$ cat config.mk
export PLATFORM = sky130hd
export DESIGN_NAME = stopwatch_core
export DESIGN_NICKNAME = d
export VERILOG_FILES = /design/src/rtl/stopwatch_core.sv
export SDC_FILE = /design/constraint.sdc
export NUM_CORES = 1
export LEC_CHECK = 0
export BUFFER_PORTS_ARGS = -buffer_cell sky130_fd_sc_hd__buf_2
export CORE_UTILIZATION = 56
export CTS_CLUSTER_SIZE = 8
export DETAILED_ROUTE_END_ITERATION = 12
export PLACE_DENSITY = 0.85
export SYNTH_ARGS = -nofsm -noshare
export SYNTH_HDL_FRONTEND = slang
export SYNTH_SLANG_ARGS = --single-unit
$ cat constraint.sdc
create_clock -name master_clock -period 2.6 [get_ports master_clock]
set_input_delay 0 -clock master_clock [delete_from_list [all_inputs] [get_ports master_clock]]
set_output_delay 0 -clock master_clock [all_outputs]
set_load 0.05 [all_outputs]
$ cat src/rtl/stopwatch_core.sv
// BCD MM:SS stopwatch core with run, pause and adjust modes. It turns the divided clock
// levels into single-cycle enables using a one-cycle history register per input.
module stopwatch_core #(
    parameter int MIN_LIMIT = 59,
    parameter int SEC_LIMIT = 59
) (
    input  logic       master_clock,
    input  logic       rst,
    input  logic       clock1hz,
    input  logic       clock2hz,
    input  logic       clock_adjust,
    input  logic       pause_pulse,
    input  logic       adj,
    input  logic       sel,
    output logic [3:0] min_tens,
    output logic [3:0] min_ones,
    output logic [3:0] sec_tens,
    output logic [3:0] sec_ones,
    output logic       paused,
    output logic       blink
);

    typedef enum logic [1:0] {
        ST_RUN    = 2'd0,
        ST_PAUSED = 2'd1,
        ST_ADJUST = 2'd2
    } state_t;

    state_t     state_r;
    state_t     state_next_s;
    logic       clk1_hist_r;
    logic       clk2_hist_r;
    logic       tick_s;
    logic       adj_tick_s;
    logic       run_count_s;
    logic       adj_min_s;
    logic       adj_sec_s;
    logic       blink_next_s;
    logic [8:0] sec_inc_s;
    logic [8:0] min_inc_s;

    // Returns {wrapped, tens, ones}; the field wraps to 00 once it reaches the limit.
    function automatic logic [8:0] bcd_inc(input logic [3:0] tens, input logic [3:0] ones,
                                           input logic [7:0] limit);
        logic [7:0] value;
        value = 8'(tens) * 8'd10 + 8'(ones);
        if (value == limit) begin
            bcd_inc = {1'b1, 4'd0, 4'd0};
        end else if (ones == 4'd9) begin
            bcd_inc = {1'b0, tens + 4'd1, 4'd0};
        end else begin
            bcd_inc = {1'b0, tens, ones + 4'd1};
        end
    endfunction

    assign tick_s     = clock1hz & ~clk1_hist_r;
    assign adj_tick_s = clock2hz & ~clk2_hist_r;
    assign sec_inc_s  = bcd_inc(sec_tens, sec_ones, 8'(SEC_LIMIT));
    assign min_inc_s  = bcd_inc(min_tens, min_ones, 8'(MIN_LIMIT));

    // State register and input edge history.
    always_ff @(posedge master_clock) begin
        if (rst) begin
            state_r     <= ST_RUN;
            clk1_hist_r <= 1'b0;
            clk2_hist_r <= 1'b0;
        end else begin
            state_r     <= state_next_s;
            clk1_hist_r <= clock1hz;
            clk2_hist_r <= clock2hz;
        end
    end

    // Next-state logic; leaving ADJUST honours any pause toggled while adjusting.
    always_comb begin
        state_next_s = state_r;
        if (adj) begin
            state_next_s = ST_ADJUST;
        end else begin
            case (state_r)
                ST_RUN:    state_next_s = pause_pulse ? ST_PAUSED : ST_RUN;
                ST_PAUSED: state_next_s = pause_pulse ? ST_RUN : ST_PAUSED;
                ST_ADJUST: state_next_s = (paused ^ pause_pulse) ? ST_PAUSED : ST_RUN;
                default:   state_next_s = ST_RUN;
            endcase
        end
    end

    // Output decode: events are qualified by the current (pre-transition) state.
    always_comb begin
        run_count_s  = 1'b0;
        adj_min_s    = 1'b0;
        adj_sec_s    = 1'b0;
        case (state_r)
            ST_RUN: run_count_s = tick_s;
            ST_ADJUST: begin
                adj_min_s = adj_tick_s & ~sel;
                adj_sec_s = adj_tick_s & sel;
            end
            default: run_count_s = 1'b0;
        endcase
        blink_next_s = (state_next_s == ST_ADJUST) ? clock_adjust : 1'b0;
    end

    // Pause flag and blink output.
    always_ff @(posedge master_clock) begin
        if (rst) begin
            paused <= 1'b0;
            blink  <= 1'b0;
        end else begin
            if (pause_pulse) begin
                paused <= ~paused;
            end
            blink <= blink_next_s;
        end
    end

    // BCD count: seconds carry into minutes while running; adjust steps never carry.
    always_ff @(posedge master_clock) begin
        if (rst) begin
            min_tens <= 4'd0;
            min_ones <= 4'd0;
            sec_tens <= 4'd0;
            sec_ones <= 4'd0;
        end else if (run_count_s) begin
            {sec_tens, sec_ones} <= sec_inc_s[7:0];
            if (sec_inc_s[8]) begin
                {min_tens, min_ones} <= min_inc_s[7:0];
            end
        end else if (adj_min_s) begin
            {min_tens, min_ones} <= min_inc_s[7:0];
        end else if (adj_sec_s) begin
            {sec_tens, sec_ones} <= sec_inc_s[7:0];
        end
    end

endmodule

==> impl_metrics.ini, run 1 <==
[status]
outcome = completed

[timing]
drv_slew = 0
tightest_slew_ns = 0.605
relSlewSlack_pct = 59.7
setup_viol = 0
fin_tns_setup_ns = 0
post-route-min-period_ns = 2.52
skew_ns = 0.00154
period_share_pct = 97.1
hold_viol_final = 0
rsz0062_at_grt = true
fmax_ghz = 0.396
layout_setup_ws_ns = 0.0751

[cts]
tritoncts = built
clock_latency_ns = 0.31
path_clk_slew_ns = 0.13
h-tree-depth = 1
root_buffer = clkbuf_4
postCtsSetupRepairBufs = 0
cts_buffers = 3
numClockSinks = 22
cts_buffer_depth = 2

[synthesis]
syn_avg_cell_area_um2 = 9.22
synth-edff-count = 0
synth_cell_types = 46
muxShareOfSynthArea_pct = 0
syn_nets = 206
yosys_register_bits = 22
synth_top_family_by_area = simple AND/OR/NAND/NOR gates
ys_warn_count = 0
netlist_area_um2 = 1600
synth_fa_ha_area_share_pct = 20.6
synth-simple-area-share_pct = 26.1
synth-compound-area-share_pct = 19.2
netlist_instances = 174
synth_ff_type = dfxtp_1
async_reset_ff_share_pct = 0
synthXorXnorAreaFrac_pct = 2.18
yosysSeqAreaShare_pct = 27.5

[route]
drt-total-wl_um = 3610
route.detailed.drc = 0
vias = 1472
dr.pass1.iters = 4
ant_nets = 0
first_iter_violations = 57
vias_per_cell = 6.21
post_drt_wl_per_cell_um = 15.2

[place]
place_ws_ns = -0.0120
dpl_cell_area_um2 = 1770
io_buffers = 25
place.gp.congestion = 0.833
hpwl_um = 2640

[grt]
grt_pass1_vias = 1365
grt_pass1_wl_um = 6070
grtUsageTotal_pct = 24.8
grt_start_max_net_pins = 32
antenna_found_initial = 0
overflow = 0

[critical_path]
slowest_stage = fa_1
max_stage_delay_ns = 0.49
end_kind = register
crit_path_max_fanout = 10
cp.required_ns = 2.81
cp.arrival_ns = 2.73
crit_top_cell = ha_1
path_cells = ha_1, ha_1, fa_1, nand4_1, nor3_4, o211ai_2, a21oi_1, o32ai_1
start_kind = register
crit_type = register to register

[power_and_ir_drop]
p_leak_nw = 0.800
power_per_cell_area_nw_per_um2 = 369
peakVddDrop_v = 0.000542

[min_path]
min_path_type = input port to register

[floorplanning]
initial_utilization_pct = 58.7
die_h_um = 55.5
rows = 19
dieArea_um2 = 3080
fp.dieW_um = 55.5
core_area_um2 = 2730
top_level_ports = 26

[job]
cap_violations = 0

[cells_and_area]
layout-drive-gt1-share_pct = 24.3
synthToLayoutAreaGrowth_pct = 18.6
antenna_cells = 0
postLayoutCellArea_um2 = 1900
nets = 239
post-route-util_pct = 69.6
Yosys cell counts, types with 2 or more instances:
library cell | count | area share (%)
and3_1 | 2 | 0.78
nand2_1 | 9 | 2.1
clkbuf_1 | 3 | 0.70
o211ai_2 | 2 | 1.6
inv_1 | 13 | 3.0
a21oi_1 | 9 | 2.8
o31ai_1 | 2 | 0.94
or3_1 | 4 | 1.6
nor2b_1 | 6 | 2.3
and3_4 | 2 | 1.4
dfxtp_1 | 22 | 27
nand4_1 | 6 | 2.3
or4_1 | 2 | 0.94
nor3_1 | 4 | 1.2
ha_1 | 20 | 16
o32ai_1 | 7 | 3.8
o21ai_1 | 2 | 0.62
a22oi_1 | 5 | 2.3
fa_1 | 4 | 5.0
nand2b_1 | 5 | 2.0
nor2_1 | 9 | 2.1
o21ai_0 | 3 | 0.94
xor2_1 | 3 | 1.6
nand3_1 | 8 | 2.5
worst max-delay path: cells and delay by family, from the launching register on:
kind / cells / cell delay, ns
AO/OA/AOI/OAI: 3 / 0.63
AND/OR/NAND/NOR: 2 / 0.39
adder cells (fa/ha/maj): 3 / 1.01
flip-flops: 1 / 0.39
path summary, 6_finish.rpt:
check	to	slack, ns	cells after the start	startpoint
worst max-delay path	sec_tens[1]	0.08	8	sec_tens[1]
worst min-delay path	clk2_hist_r	0.13	2	rst
worst max register to register	sec_tens[1]	0.08	8	sec_tens[1]
worst min register to register	min_tens[3]	0.54	2	min_tens[3]
logic make-up (layout without fill, tap and decap cells):
family                     after synthesis  after routing
AOI/OAI and AO/OA                       39             39
xor gates and xnor gates                 4              4
adders and majority gates               24             24
buffers and inverters                   17             49
DFF                                     22             22
and+or+nand+nor                         68             68
where the power goes:
part | total (mW) | switching [mW] | internal, mW
registers | 0.355 | 0.0102 | 0.345
logic | 0.0797 | 0.0498 | 0.0298
clock network | 0.267 | 0.111 | 0.156
total | 0.701 | 0.171 | 0.530
placed cells by master, fill, tap and decap left out, drive strengths merged, types with 3 or more instances in the layout:
| cell | n |
|---|---|
| buf | 27 |
| dfxtp | 22 |
| ha | 20 |
| inv | 13 |
| a21oi | 10 |
| nor2 | 9 |
| nand2 | 9 |
| nand3 | 8 |
| o32ai | 7 |
| nor2b | 6 |
| nand4 | 6 |
| nand2b | 5 |
| dlygate4sd3 | 5 |
| or3 | 5 |
| nor3 | 5 |
| o21ai | 5 |
| a22oi | 5 |
| fa | 4 |
| and3 | 4 |
| xor2 | 3 |
| clkbuf | 3 |
| o211ai | 3 |
through the flow:
| stage | total power, mW | instances | hold WS (ns) |
|---|---|---|---|
| after floorplan | 0.419 | 174 | 0.0793 |
| after global placement | 0.433 | 228 | 0.178 |
| after detailed placement | 0.437 | 228 | 0.189 |
| after CTS | 0.708 | 237 | 0.119 |
| after global routing | 0.732 | 237 | 0.143 |
| final | 0.701 | 237 | 0.133 |
flip-flops by register name, indices dropped and copies added, names as in the netlist:
signal,flops
blink,1
clk1_hist_r,1
clk2_hist_r,1
min_ones,4
min_tens,4
paused,1
sec_ones,4
sec_tens,4
state_r,2
area by class of cell:
type,instances,area [um^2]
multi-input cells,135,1120
flip-flops and latches,22,448
fillers,217,831
well taps,31,38.8
repair buffers,32,190
clock buffers,3,22.5
inverters,13,48.8
clock inverters,1,30.0
per-layer routing:
metal | vias to the layer above | GRT usage, % | routed length (um) | share of wire [%]
met4 | 0 | 12.5 | 121 | 3.4
li1 | 715 | - | - | -
met2 | 49 | 41.1 | 1770 | 49
met5 | - | 0 | 0 | 0
met3 | 16 | 4.92 | 164 | 4.5
met1 | 692 | 30.5 | 1550 | 43
repair_timing:
item                       CTS  global route
resized for setup            0             7
setup endpoints to repair    3             6
hold endpoints to repair     6             0
pin swaps                    1             1
hold buffers                 5             0
Note: power is estimated with default switching activity, not from simulation.
==> run 2: changes to the inputs <==
Settings changed: CORE_UTILIZATION 56 to 30, PLACE_DENSITY 0.85 to 0.54, SKIP_LAST_GASP set to 1.
==> impl_metrics.ini, run 2 (synthesized netlist as in run 1, its figures left out) <==
[status]
outcome = completed

[critical_path]
rr_startpoint = sec_tens[1]
end_kind = register
crit_start = sec_tens[1]
start_kind = register
r2r_slack_ns = 0.13
cp.arrival_ns = 2.62
crit_path_max_fanout = 10
crit_type = register to register
cp.required_ns = 2.75

[route]
drt-total-wl_um = 3550
vias_per_cell = 5.06
route.detailed.drc = 0
first_iter_violations = 51
post_drt_wl_per_cell_um = 12.7
ant_nets = 0
dr.pass1.iters = 4
vias = 1417

[floorplanning]
initial_utilization_pct = 31.2
core_area_um2 = 5140
dieArea_um2 = 5640
rows = 26
die_h_um = 75.1
top_level_ports = 26
fp.dieW_um = 75.1

[power_and_ir_drop]
total_power_mw = 0.758
p_leak_nw = 0.830
power_per_cell_area_nw_per_um2 = 382
peakVddDrop_v = 0.000167

[cells_and_area]
synthToLayoutAreaGrowth_pct = 23.9
nets = 243
antenna_cells = 0
layout-drive-gt1-share_pct = 25.2
final_cell_mix = 25 x buf_2, 20 x ha_1, 18 x dfxtp_1
layout_commonest_cell = buf_2
post-route-util_pct = 38.7

[cts]
path_clk_slew_ns = 0.08
postCtsSetupRepairBufs = 0
h-tree-depth = 1
cts_buffers = 3
cts_buffer_depth = 2
clock_latency_ns = 0.27
root_buffer = clkbuf_8
tritoncts = built
numClockSinks = 22

[grt]
grt_pass1_wl_um = 5910
grt_start_max_net_pins = 32
grt_pass1_vias = 1300
grtUsageTotal_pct = 13.7
antenna_found_initial = 0
overflow = 0

[place]
place.gp.congestion = 0.737
io_buffers = 25
hpwl_um = 2630

[timing]
hold_viol_final = 0
period_share_pct = 95.0
tightest_slew_ns = 0.625
fin_tns_setup_ns = 0
relSlewSlack_pct = 58.4
drv_slew = 0
fmax_ghz = 0.405
post-route-min-period_ns = 2.47
skew_ns = 0.00239
setup_viol = 0

[min_path]
min_from = pause_pulse
min_path_type = input port to register

[job]
cap_violations = 0
## run 2: cell count changes in the layout (fill, tap and decap cells not counted), moves of 2 or more
cell      before  now
buf_4          2    7
clkbuf_4       3    0
clkbuf_8       0    3
o21ai_1        1    3
## run 2: what timing repair did
item / CTS / global route
hold buffers: 4 / 0
hold endpoints to repair: 5 / 0
resized for setup: 0 / 5
endpoints found under the setup margin: 0 / 12
## run 2: layer usage
layer  wire length [um]  vias to the layer above  track usage, %  part of all wire [%]
li1                   -                      727               -                     -
met1               1780                      666            18.9                    50
met2               1630                       19            22.0                    46
met3                 80                        5            2.01                   2.3
met4                 50                        0            4.40                   1.4
met5                  0                        -               0                     0
## run 2: cell type report
class | instances | area [um^2]
Inverter | 13 | 48.8
Tap cell | 70 | 87.6
Multi-Input combinational cell | 135 | 1120
Sequential cell | 22 | 445
Timing Repair Buffer | 36 | 218
Fill cell | 557 | 3150
Clock inverter | 1 | 30.0
Clock buffer | 3 | 41.3
## run 2: worst paths after layout
check / cells after the start / to
worst max-delay path: 8 / sec_tens[0]
worst min-delay path: 3 / paused
worst max register to register: 8 / sec_tens[0]
worst min register to register: 2 / min_tens[3]
## run 2: critical path, stage by stage, from the launching register on
cell and delay [ns]:
dfxtp_2 0.33, ha_1 0.29, ha_1 0.22, fa_1 0.49, nand4_1 0.14, nor3_4 0.24
o211ai_2 0.29, a21oi_1 0.26, o32ai_1 0.10
## run 2: power by group
part / leakage, nW / internal, mW / total (mW) / switching, mW
sequential: 0.181 / 0.345 / 0.355 / 0.00983
clock: 0.0357 / 0.206 / 0.323 / 0.117
combinational: 0.613 / 0.0297 / 0.0806 / 0.0509
## run 2: stage by stage
| step | hold WS [ns] | instance area (um^2) | setup slack (ns) | std cells |
|---|---|---|---|---|
| after global placement | 0.179 | 1850 | 0.0909 | 272 |
| after detailed placement | 0.182 | 1850 | 0.0733 | 272 |
| after CTS | 0.0137 | 1960 | 0.0282 | 280 |
| after global routing | 0.0468 | 1990 | -0.00882 | 280 |
| after floorplan | 0.0793 | 1610 | 0.0140 | 174 |
| final | 0.0149 | 1990 | 0.131 | 280 |
==> run 3: changes to the inputs <==
Settings changed: PLACE_DENSITY 0.54 to 0.55, SLEW_MARGIN set to 0.
Clock period 2.6 ns to 2.05 ns, I/O delays scaled along.
==> impl_metrics.ini, run 3 (synthesized netlist as in run 1, its figures left out) <==
[cells_and_area]
synthToLayoutAreaGrowth_pct = 42.2
antenna_cells = 0
layout_commonest_cell = buf_4
nets = 265
fin_cells = 302
fill_cells = 529
layout-drive-gt1-share_pct = 40.5
final_cell_mix = 28 x buf_4, 25 x buf_2, 16 x ha_1

[floorplanning]
die_h_um = 75.1
fp.dieW_um = 75.1
top_level_ports = 26
core_area_um2 = 5140
dieArea_um2 = 5640
initial_utilization_pct = 31.2
rows = 26

[place]
dp.cells = 289
place.gp.congestion = 0.727
hpwl_um = 2740
io_buffers = 25

[grt]
grt_pass1_vias = 1365
overflow = 0
grt_start_max_net_pins = 32
grt_pass1_wl_um = 6430
antenna_found_initial = 0
grtUsageTotal_pct = 15.0

[critical_path]
end_kind = register
max_stage_delay_ns = 0.40
start_kind = register
crit_type = register to register
cp.arrival_ns = 2.52
crit_path_max_fanout = 3
path_cells = ha_1, ha_1, a21oi_2, a21oi_1, buf_4, o2111a_2, or4_1, o31ai_1
crit_top_cell = ha_1
slowest_stage = or4_1
cp.required_ns = 2.23

[route]
wl_met3_um = 121
vias = 1509
vias_per_cell = 5.00
ant_nets = 0
topRoutingLayerUsed = met4
dr.pass1.iters = 4
drt-total-wl_um = 3960
post_drt_wl_per_cell_um = 13.1
met2_length_um = 1950
route.detailed.drc = 0
first_iter_violations = 60
wl_met1_um = 1870

[timing]
fmax_ghz = 0.427
relSlewSlack_pct = 66.0
setup_viol = 16
hold_viol_final = 0
skew_ns = 0.00390
fin_tns_setup_ns = -3.83
post-route-min-period_ns = 2.34
layout_setup_ws_ns = -0.293
tightest_slew_ns = 0.510
rsz0062_at_grt = true
drv_slew = 0
period_share_pct = 114

[job]
cap_violations = 0

[cts]
root_buffer = clkbuf_8
path_clk_slew_ns = 0.09
cts_buffer_depth = 2
tritoncts = built
clock_latency_ns = 0.27
h-tree-depth = 1
cts_buffers = 3
numClockSinks = 22

[power_and_ir_drop]
peakVddDrop_v = 0.000218
power_per_cell_area_nw_per_um2 = 406
p_leak_nw = 0.942
total_power_mw = 0.927

[status]
violations = setup timing
outcome = finished, violations left

[min_path]
min_path_type = input port to register
[run 3: changes by cell type in the layout (fill, tap and decap cells not counted), sizes merged]
| cell | previous run | this run |
|---|---|---|
| buf | 32 | 54 |
| bufinv | 1 | 0 |
| clkbuf | 3 | 4 |
[run 3: power breakdown]
part	total (mW)	switching, mW	internal, mW
clock	0.378	0.166	0.212
sequential	0.443	0.0123	0.430
combinational	0.106	0.0655	0.0408
[run 3: path summary, 6_finish.rpt]
kind	to	from	depth (start not counted)	slack [ns]
max	min_ones[1]	sec_tens[0]	8	-0.29
min	paused	pause_pulse	3	0.004
max reg2reg	min_ones[1]	sec_tens[0]	8	-0.29
min reg2reg	paused	paused	2	0.55
[run 3: critical path, delay by kind of cell, from the launching register on]
kind            cells  cell delay (ns)
fa+ha+maj           2             0.63
simple gates        1             0.40
compound gates      4             0.70
buf+inv             1             0.17
flops               1             0.35
[run 3: final cells by class]
class	instances	area (um^2)	share of cell area [%]
Sequential cell	22	469	20.6
Clock buffer	4	66.3	2.91
Timing Repair Buffer	58	387	17.0
Tap cell	70	87.6	3.84
Multi-Input combinational cell	135	1220	53.6
Inverter	13	48.8	2.14
[run 3: what timing repair did]
item	in CTS	in global routing
gates resized for setup	10	6
pin swaps	7	7
endpoints found under the hold margin	5	0
buffers inserted	1	4
hold buffers	4	0
endpoints found under the setup margin	16	16
[run 3: per-layer routing]
| metal | vias to the layer above | GRT usage, % |
|---|---|---|
| met5 | - | 0 |
| met4 | 0 | 3.14 |
| met3 | 5 | 3.21 |
| met2 | 29 | 24.6 |
| met1 | 711 | 20.3 |
| li1 | 764 | - |
[run 3: stage by stage]
step / instance area, um^2 / utilization [%] / setup slack, ns / hold slack [ns]
6_report: 2280 / 44.4 / -0.293 / 0.00355
5_1_grt: 2280 / 44.4 / -0.409 / 0.0222
4_1_cts: 2200 / 42.8 / -0.267 / 0.00258
3_5_place_dp: 2040 / 39.6 / -0.299 / 0.186
3_3_place_gp: 2040 / 39.6 / -0.268 / 0.183
2_1_floorplan: 1670 / - / -0.255 / 0.0793
